**src/rtl/cpu_controller.sv**
```systemverilog
// ----------------------------------------------------------------------------
// cpu_controller
// Eight-phase sequencer for the 8-bit accumulator CPU. It decodes the 3-bit
// opcode and the ALU zero flag, then drives the per-phase strobes for the PC,
// IR, accumulator, memory and data bus. One instruction takes 8 cycles.
//
// Parameters
//   HALT_STICKY  1: HLT freezes the sequencer in phase 4 until reset
//                0: halt pulses for one cycle and sequencing continues
//
// Ports
//   i_clk     clock, rising edge
//   i_rst     synchronous reset, active-high
//   i_opcode  IR[7:5]: 0 HLT, 1 SKZ, 2 ADD, 3 AND, 4 XOR, 5 LDA, 6 STO, 7 JMP
//   i_zero    ALU a_is_zero flag (only used in phase 6)
//   o_sel     address mux select: 1 = PC, 0 = IR operand field
//   o_rd      memory read enable
//   o_ld_ir   load instruction register
//   o_inc_pc  increment program counter
//   o_halt    CPU halted
//   o_ld_pc   load PC from IR operand
//   o_data_e  drive accumulator onto data bus
//   o_ld_ac   load accumulator from ALU result
//   o_wr      memory write strobe
//   o_phase   current phase 0..7
// ----------------------------------------------------------------------------
module cpu_controller #(
    parameter bit HALT_STICKY = 1'b1
) (
    input  logic       i_clk,
    input  logic       i_rst,
    input  logic [2:0] i_opcode,
    input  logic       i_zero,
    output logic       o_sel,
    output logic       o_rd,
    output logic       o_ld_ir,
    output logic       o_inc_pc,
    output logic       o_halt,
    output logic       o_ld_pc,
    output logic       o_data_e,
    output logic       o_ld_ac,
    output logic       o_wr,
    output logic [2:0] o_phase
);

    typedef enum logic [2:0] {
        PhInstAddr  = 3'd0,
        PhInstFetch = 3'd1,
        PhInstLoad  = 3'd2,
        PhIdle      = 3'd3,
        PhOpAddr    = 3'd4,
        PhOpFetch   = 3'd5,
        PhAluOp     = 3'd6,
        PhStore     = 3'd7
    } phase_e;

    localparam logic [2:0] OpHlt = 3'd0;
    localparam logic [2:0] OpSkz = 3'd1;
    localparam logic [2:0] OpAdd = 3'd2;
    localparam logic [2:0] OpAnd = 3'd3;
    localparam logic [2:0] OpXor = 3'd4;
    localparam logic [2:0] OpLda = 3'd5;
    localparam logic [2:0] OpSto = 3'd6;
    localparam logic [2:0] OpJmp = 3'd7;

    phase_e r_phase;
    phase_e w_phase_next;
    logic   r_halted;
    logic   w_halted_next;
    logic   w_aluop;

    always_ff @(posedge i_clk) begin
        if (i_rst) begin
            r_phase  <= PhInstAddr;
            r_halted <= 1'b0;
        end else begin
            r_phase  <= w_phase_next;
            r_halted <= w_halted_next;
        end
    end

    // Opcode is only consulted in phase 4, so an unknown opcode during fetch
    // cannot disturb the sequence.
    always_comb begin
        w_phase_next  = r_phase;
        w_halted_next = r_halted;
        if (!r_halted) begin
            unique case (r_phase)
                PhInstAddr:  w_phase_next = PhInstFetch;
                PhInstFetch: w_phase_next = PhInstLoad;
                PhInstLoad:  w_phase_next = PhIdle;
                PhIdle:      w_phase_next = PhOpAddr;
                PhOpAddr: begin
                    if (HALT_STICKY && (i_opcode == OpHlt)) begin
                        w_halted_next = 1'b1;
                    end else begin
                        w_phase_next = PhOpFetch;
                    end
                end
                PhOpFetch:   w_phase_next = PhAluOp;
                PhAluOp:     w_phase_next = PhStore;
                PhStore:     w_phase_next = PhInstAddr;
                default:     w_phase_next = PhInstAddr;
            endcase
        end
    end

    assign w_aluop = (i_opcode == OpAdd) || (i_opcode == OpAnd) ||
                     (i_opcode == OpXor) || (i_opcode == OpLda);

    // Reset overrides the decode combinationally so an instruction aborted in
    // phase 7 cannot emit wr or ld_ac during the reset cycle.
    always_comb begin
        o_sel    = 1'b0;
        o_rd     = 1'b0;
        o_ld_ir  = 1'b0;
        o_inc_pc = 1'b0;
        o_halt   = 1'b0;
        o_ld_pc  = 1'b0;
        o_data_e = 1'b0;
        o_ld_ac  = 1'b0;
        o_wr     = 1'b0;
        o_phase  = r_phase;
        if (i_rst) begin
            o_sel   = 1'b1;
            o_phase = PhInstAddr;
        end else if (r_halted) begin
            o_halt = 1'b1;
        end else begin
            unique case (r_phase)
                PhInstAddr: begin
                    o_sel = 1'b1;
                end
                PhInstFetch: begin
                    o_sel = 1'b1;
                    o_rd  = 1'b1;
                end
                PhInstLoad, PhIdle: begin
                    o_sel   = 1'b1;
                    o_rd    = 1'b1;
                    o_ld_ir = 1'b1;
                end
                PhOpAddr: begin
                    // First cycle of a halt still advances the PC once.
                    o_inc_pc = 1'b1;
                    o_halt   = (i_opcode == OpHlt);
                end
                PhOpFetch: begin
                    o_rd = w_aluop;
                end
                PhAluOp: begin
                    o_rd     = w_aluop;
                    o_inc_pc = (i_opcode == OpSkz) && i_zero;
                    o_ld_pc  = (i_opcode == OpJmp);
                    o_data_e = (i_opcode == OpSto);
                end
                PhStore: begin
                    o_rd     = w_aluop;
                    o_ld_ac  = w_aluop;
                    o_inc_pc = (i_opcode == OpJmp);
                    o_ld_pc  = (i_opcode == OpJmp);
                    o_data_e = (i_opcode == OpSto);
                    o_wr     = (i_opcode == OpSto);
                end
                default: begin
                    o_sel = 1'b0;
                end
            endcase
        end
    end

endmodule

```
**config.mk**
```make
export PLATFORM = sky130hd
export DESIGN_NAME = cpu_controller
export DESIGN_NICKNAME = d
export VERILOG_FILES = /design/src/rtl/cpu_controller.sv
export SDC_FILE = /design/constraint.sdc
export NUM_CORES = 1
export LEC_CHECK = 0
export ABC_CLOCK_PERIOD_IN_PS = 4390
export CORE_AREA = 8 8 45 47
export CTS_CLUSTER_DIAMETER = 100
export DETAILED_ROUTE_END_ITERATION = 8
export DIE_AREA = 0 0 53 55
export PLACE_DENSITY = 0.74
export RECOVER_POWER = 50
export SKIP_LAST_GASP = 1
export SYNTH_ARGS = -nofsm -noshare
export SYNTH_HDL_FRONTEND = slang
export SYNTH_SLANG_ARGS = --single-unit
```
**constraint.sdc**
```tcl
create_clock -name i_clk -period 4.39 [get_ports i_clk]
set_input_delay 0.439 -clock i_clk [delete_from_list [all_inputs] [get_ports i_clk]]
set_output_delay 0.439 -clock i_clk [all_outputs]
set_load 0.02 [all_outputs]
```
# --- Word level (Yosys, flattened, before mapping) ---
# Index checks and enable logic that the tools add are counted.
classes:
  eq_ne: 15
  n_mux: 33
  bitwise_logic: 1
  reduce_logical: 12
op_table:
  columns: ["cell", "n"]
  rows:
  - ["$mux 1", 28]
  - ["$eq 3x3->1 const B", 8]
  - ["$pmux 3 s8", 1]
  - ["$eq 3x2->1 const B", 4]
  - ["$eq 3x1->1 const B", 2]
  - ["$logic_not 3->1", 2]
  - ["$mux 3", 2]
  - ["$reduce_or 3->1", 2]
  - ["$reduce_or 2->1", 2]
  - ["$reduce_or 4->1", 1]
  - ["$logic_or 1x1->1", 3]
  - ["$pmux 1 s3", 1]
  - ["$ne 2x2->1 const B", 1]
  - ["$pmux 1 s2", 1]
  - ["$reduce_and 2->1", 1]
  - ["$logic_and 1x1->1", 1]
  - ["$not 1->1", 1]
totals:
  register_bits: 4
  input_bits: 6
  output_inout_bits: 12

# --- Logic depth before layout (Yosys ltp) ---
depth:
  word_depth: 7
  ltp_mapped: 5
  ltp_nobuf: 5

# --- Least setup slack after synthesis ---
# OpenSTA, ideal clock, no wires.
synth_path:
  path_type: "reg-to-output"
  from: "register r_phase[0]"
  to: "output port o_ld_ir"
  arrival_time_ns: 1.398
  required_time_ns: 3.951
  slack_ns: 2.553
  stages_incl_launch_ff: 5
  path_cell_list: "dfxtp_1 -> inv_1 -> ha_1 -> nor2_1 -> nor4_1"
synth_via:
  elab_chain_len: 5
  word_cells_on_any_way: 6
  classes_between: "eq/ne (2); mux (3); reduce/logical (1)"
synth_rtl:
  columns: ["item", "line_no", "rtl"]
  rows:
  - ["start, declared", "66", "phase_e r_phase;"]
  - ["start signal, assigned", "74", "r_phase <= PhInstAddr;"]
  - ["start signal, assigned", "77", "r_phase <= w_phase_next;"]
  - ["$eq 3x2->1", "130", "unique case (r_phase)"]
  - ["$reduce_or 2->1 (*)", null, null]
  - ["$mux 1 (*)", "130", null]
  - ["$mux 1 (*)", "127", "end else if (r_halted) begin"]
  - ["$mux 1 (*)", "124", "if (i_rst) begin"]
  - ["end, declared", "36", "output logic o_ld_ir,"]
# Mark *: on every way between the ends. The rest lies on a longest branch, timed or not.

# --- Final worst setup path ---
layout_path:
  from: "input port i_rst"
  to: "output port o_ld_pc"
layout_via:
  elab_chain_len: 1
layout_rtl:
  columns: ["item", "line_no", "rtl"]
  rows:
  - ["start, declared", "31", "input logic i_rst,"]
  - ["$mux 1", "124", null]
  - ["end, declared", "39", "output logic o_ld_pc,"]
# No other way between the ends.

==> flow_summary_export.csv <==
group,metric,value,unit
setup_path,worstPathArrival,2440,ps
final_layout,n_antenna_cell,0,
detailed_routing,wl_per_cell,13.38,um
die,num_rows,14,
global_routing,overflow,0,
sta,finalSetupViolCount,0,
sta,max-slew-margin-rel,69.72,%
final_layout,seqCellArea,80.08,um2
setup_path,start_kind,"input pin",
clock_network,clk_pin_slew,40,ps
die,core,1384,um2
place,dp_hpwl,891.2,um
yosys,ys.flop_type,"dfxtp_1",
detailed_routing,drt_wl_total,1124,um
sta,final_max_slew_viol_count,0,
clock_network,clk_latency,240,ps
sta,finalHoldViolCount,0,
yosys,synth_edf_count,0,
clock_network,cts_resized,0,
setup_path,crit_end,"o_ld_pc",
place,portBuffers,17,
global_routing,grt_pass1_wl,1828,um
clock_network,cts_buffers,3,
detailed_routing,dr.pass1.iters,3,
sta,rsz0062_at_grt,"false",
outcome,status,"complete, no violations",
detailed_routing,vias,426,
sta,clock.fmax,347.1,MHz
yosys,syn_nets,61,
setup_path,r2r_start,"r_phase[0]",
sta,tightest_slew,452.1,ps
setup_path,crit_required,3950,ps
power_and_ir_drop,p_leak,0.2407,nW
place,place_congestion,0.7506,
final_layout,fill_cells,152,
final_layout,final_area,608.1,um2
clock_network,cts_sinks,4,
die,die_h,55,um
clock_network,tritoncts,"done",
sta,fin_tns_setup,0,ps
yosys,avgSynthCellArea,8.383,um2
setup_path,worstRegToRegCells,4,
power_and_ir_drop,irDropWorstVdd,184.6,uV
die,io_pins,18,
global_routing,antenna_found_initial,0,
die,initial_core_util,30.29,%
final_layout,drive_above_1_share,14.71,%
yosys,syn_inst,50,
clock_network,cts-root-buf,"clkbuf_4",
place,place_area,596.8,um2
yosys,synthDistinctLibCells,26,
setup_path,cp-end-kind,"primary output",
yosys,ys_seq_elements,4,
die,die_w,53,um
setup_path,worstSetupStartpoint,"i_rst",
yosys,synth-seq-area-share,19.10,%
final_layout,multiInputGateArea,296.5,um2
detailed_routing,ant_nets,0,
yosys,yosysWarnings,0,
power_and_ir_drop,power.density,404.0,nW/um2
flow_run,max_cap_violations,0,
sta,holdWs,558.4,ps
power_and_ir_drop,power,0.2456,mW
die,fp.dieArea,2915,um2
sta,fin_crit,2881,ps
detailed_routing,drt-initial-drc-count,1,
setup_path,r2r_end,"r_phase[1]",
sta,finalCritPeriodShare,65.63,%
yosys,synth_area,419.2,um2
setup_path,ff2ff_setup_slack,2770,ps
yosys,async_flop_share,0,%
final_layout,nets,81,
detailed_routing,drc,0,
min_path,min_path_type,"reg2reg",
global_routing,grt_use_total,8.515,%
final_layout,syn_to_final_growth,45.07,%
setup_path,crit_type,"in2out",
detailed_routing,avgViaCountPerCell,5.071,
clock_network,holdBufCountCts,0,
sta,finalClockSkew,1.370,ps
clock_network,cts_max_path_buffers,2,
clock_network,post_cts_buffers,0,
global_routing,grt_start_max_net_pins,12,
clock_network,htree_levels,1,
setup_path,cp_max_fo,11,
global_routing,grt_pass1_vias,388,
where the power goes:
part | internal [mW] | switching (mW) | leakage, nW
combinational | 0.0659 | 0.0778 | 0.194
sequential | 0.0454 | 0.00951 | 0.0329
clock | 0.0307 | 0.0163 | 0.0138
total | 0.142 | 0.104 | 0.241
critical path, cell delays in order:
cell and delay (ps):
dlygate4sd3_1 690, nor3b_2 350, nand3_2 160, nor3b_2 170, clkdlybuf4s50_1 620
synth_stat cells (2+ instances only):
cell type / number / area, um2
o21ai_0: 2 / 10.01
ha_1: 5 / 62.56
nor4_1: 3 / 18.77
nor3_2: 2 / 20.02
dfxtp_1: 4 / 80.08
nor3b_2: 3 / 37.54
inv_1: 5 / 18.77
nand2_1: 2 / 7.510
nor2_1: 7 / 26.28
cell families after synthesis:
group	synth area share, %
mux	3.581
flops	19.11
buf+inv	7.463
compound gates	18.21
xor+xnor	2.090
simple gates	34.63
fa+ha+maj	14.93
routing by layer:
metal	GRT usage (%)	vias up	routed length, um
met5	0	-	0
met4	5.172	0	33
met3	4.545	4	87
met2	13.48	11	536
met1	8.788	195	467
li1	-	216	-
worst min-delay path by stage:
stage	to	from	cells after the start
final	r_phase[0]	r_phase[0]	1
after global routing	r_phase[0]	r_phase[0]	1
after CTS	r_phase[0]	r_phase[0]	1
after detailed placement	r_phase[0]	r_phase[0]	1
after global placement	r_phase[0]	r_phase[0]	1
after floorplan	r_phase[0]	r_phase[0]	1
layout make-up:
cell class	count	share of cell area [%]
clock buffer	3	3.704
inverter	5	3.086
sequential	4	13.17
multi-input combinational	39	48.77
timing repair buffer	17	27.98
tap	16	3.292
state kept, by name (all words and copies together) (netlist names):
name and count:
r_phase 3, r_halted 1
per-stage QoR:
| step | instances | util, % | setup slack (ps) |
|---|---|---|---|
| 2_1_floorplan | 50 | - | 2553 |
| 3_3_place_gp | 81 | 43.13 | 1617 |
| 3_5_place_dp | 81 | 43.13 | 1566 |
| 4_1_cts | 84 | 44.76 | 1560 |
| 5_1_grt | 84 | 43.94 | 1391 |
| 6_report | 84 | 43.94 | 1509 |
layout by cell type (no fill, tap or decap), types with 2 or more instances in the layout:
cell and count:
inv_1 5, o21ai_0 2, dfxtp_1 4, nor3_1 2, a31oi_1 2, nor4_1 3, dlygate4sd3_1 5, nor2_1 7
nand2_1 2, ha_1 5, clkbuf_4 3, clkdlybuf4s50_1 12, nor3b_2 3
Power figures use the tool's default switching activity.
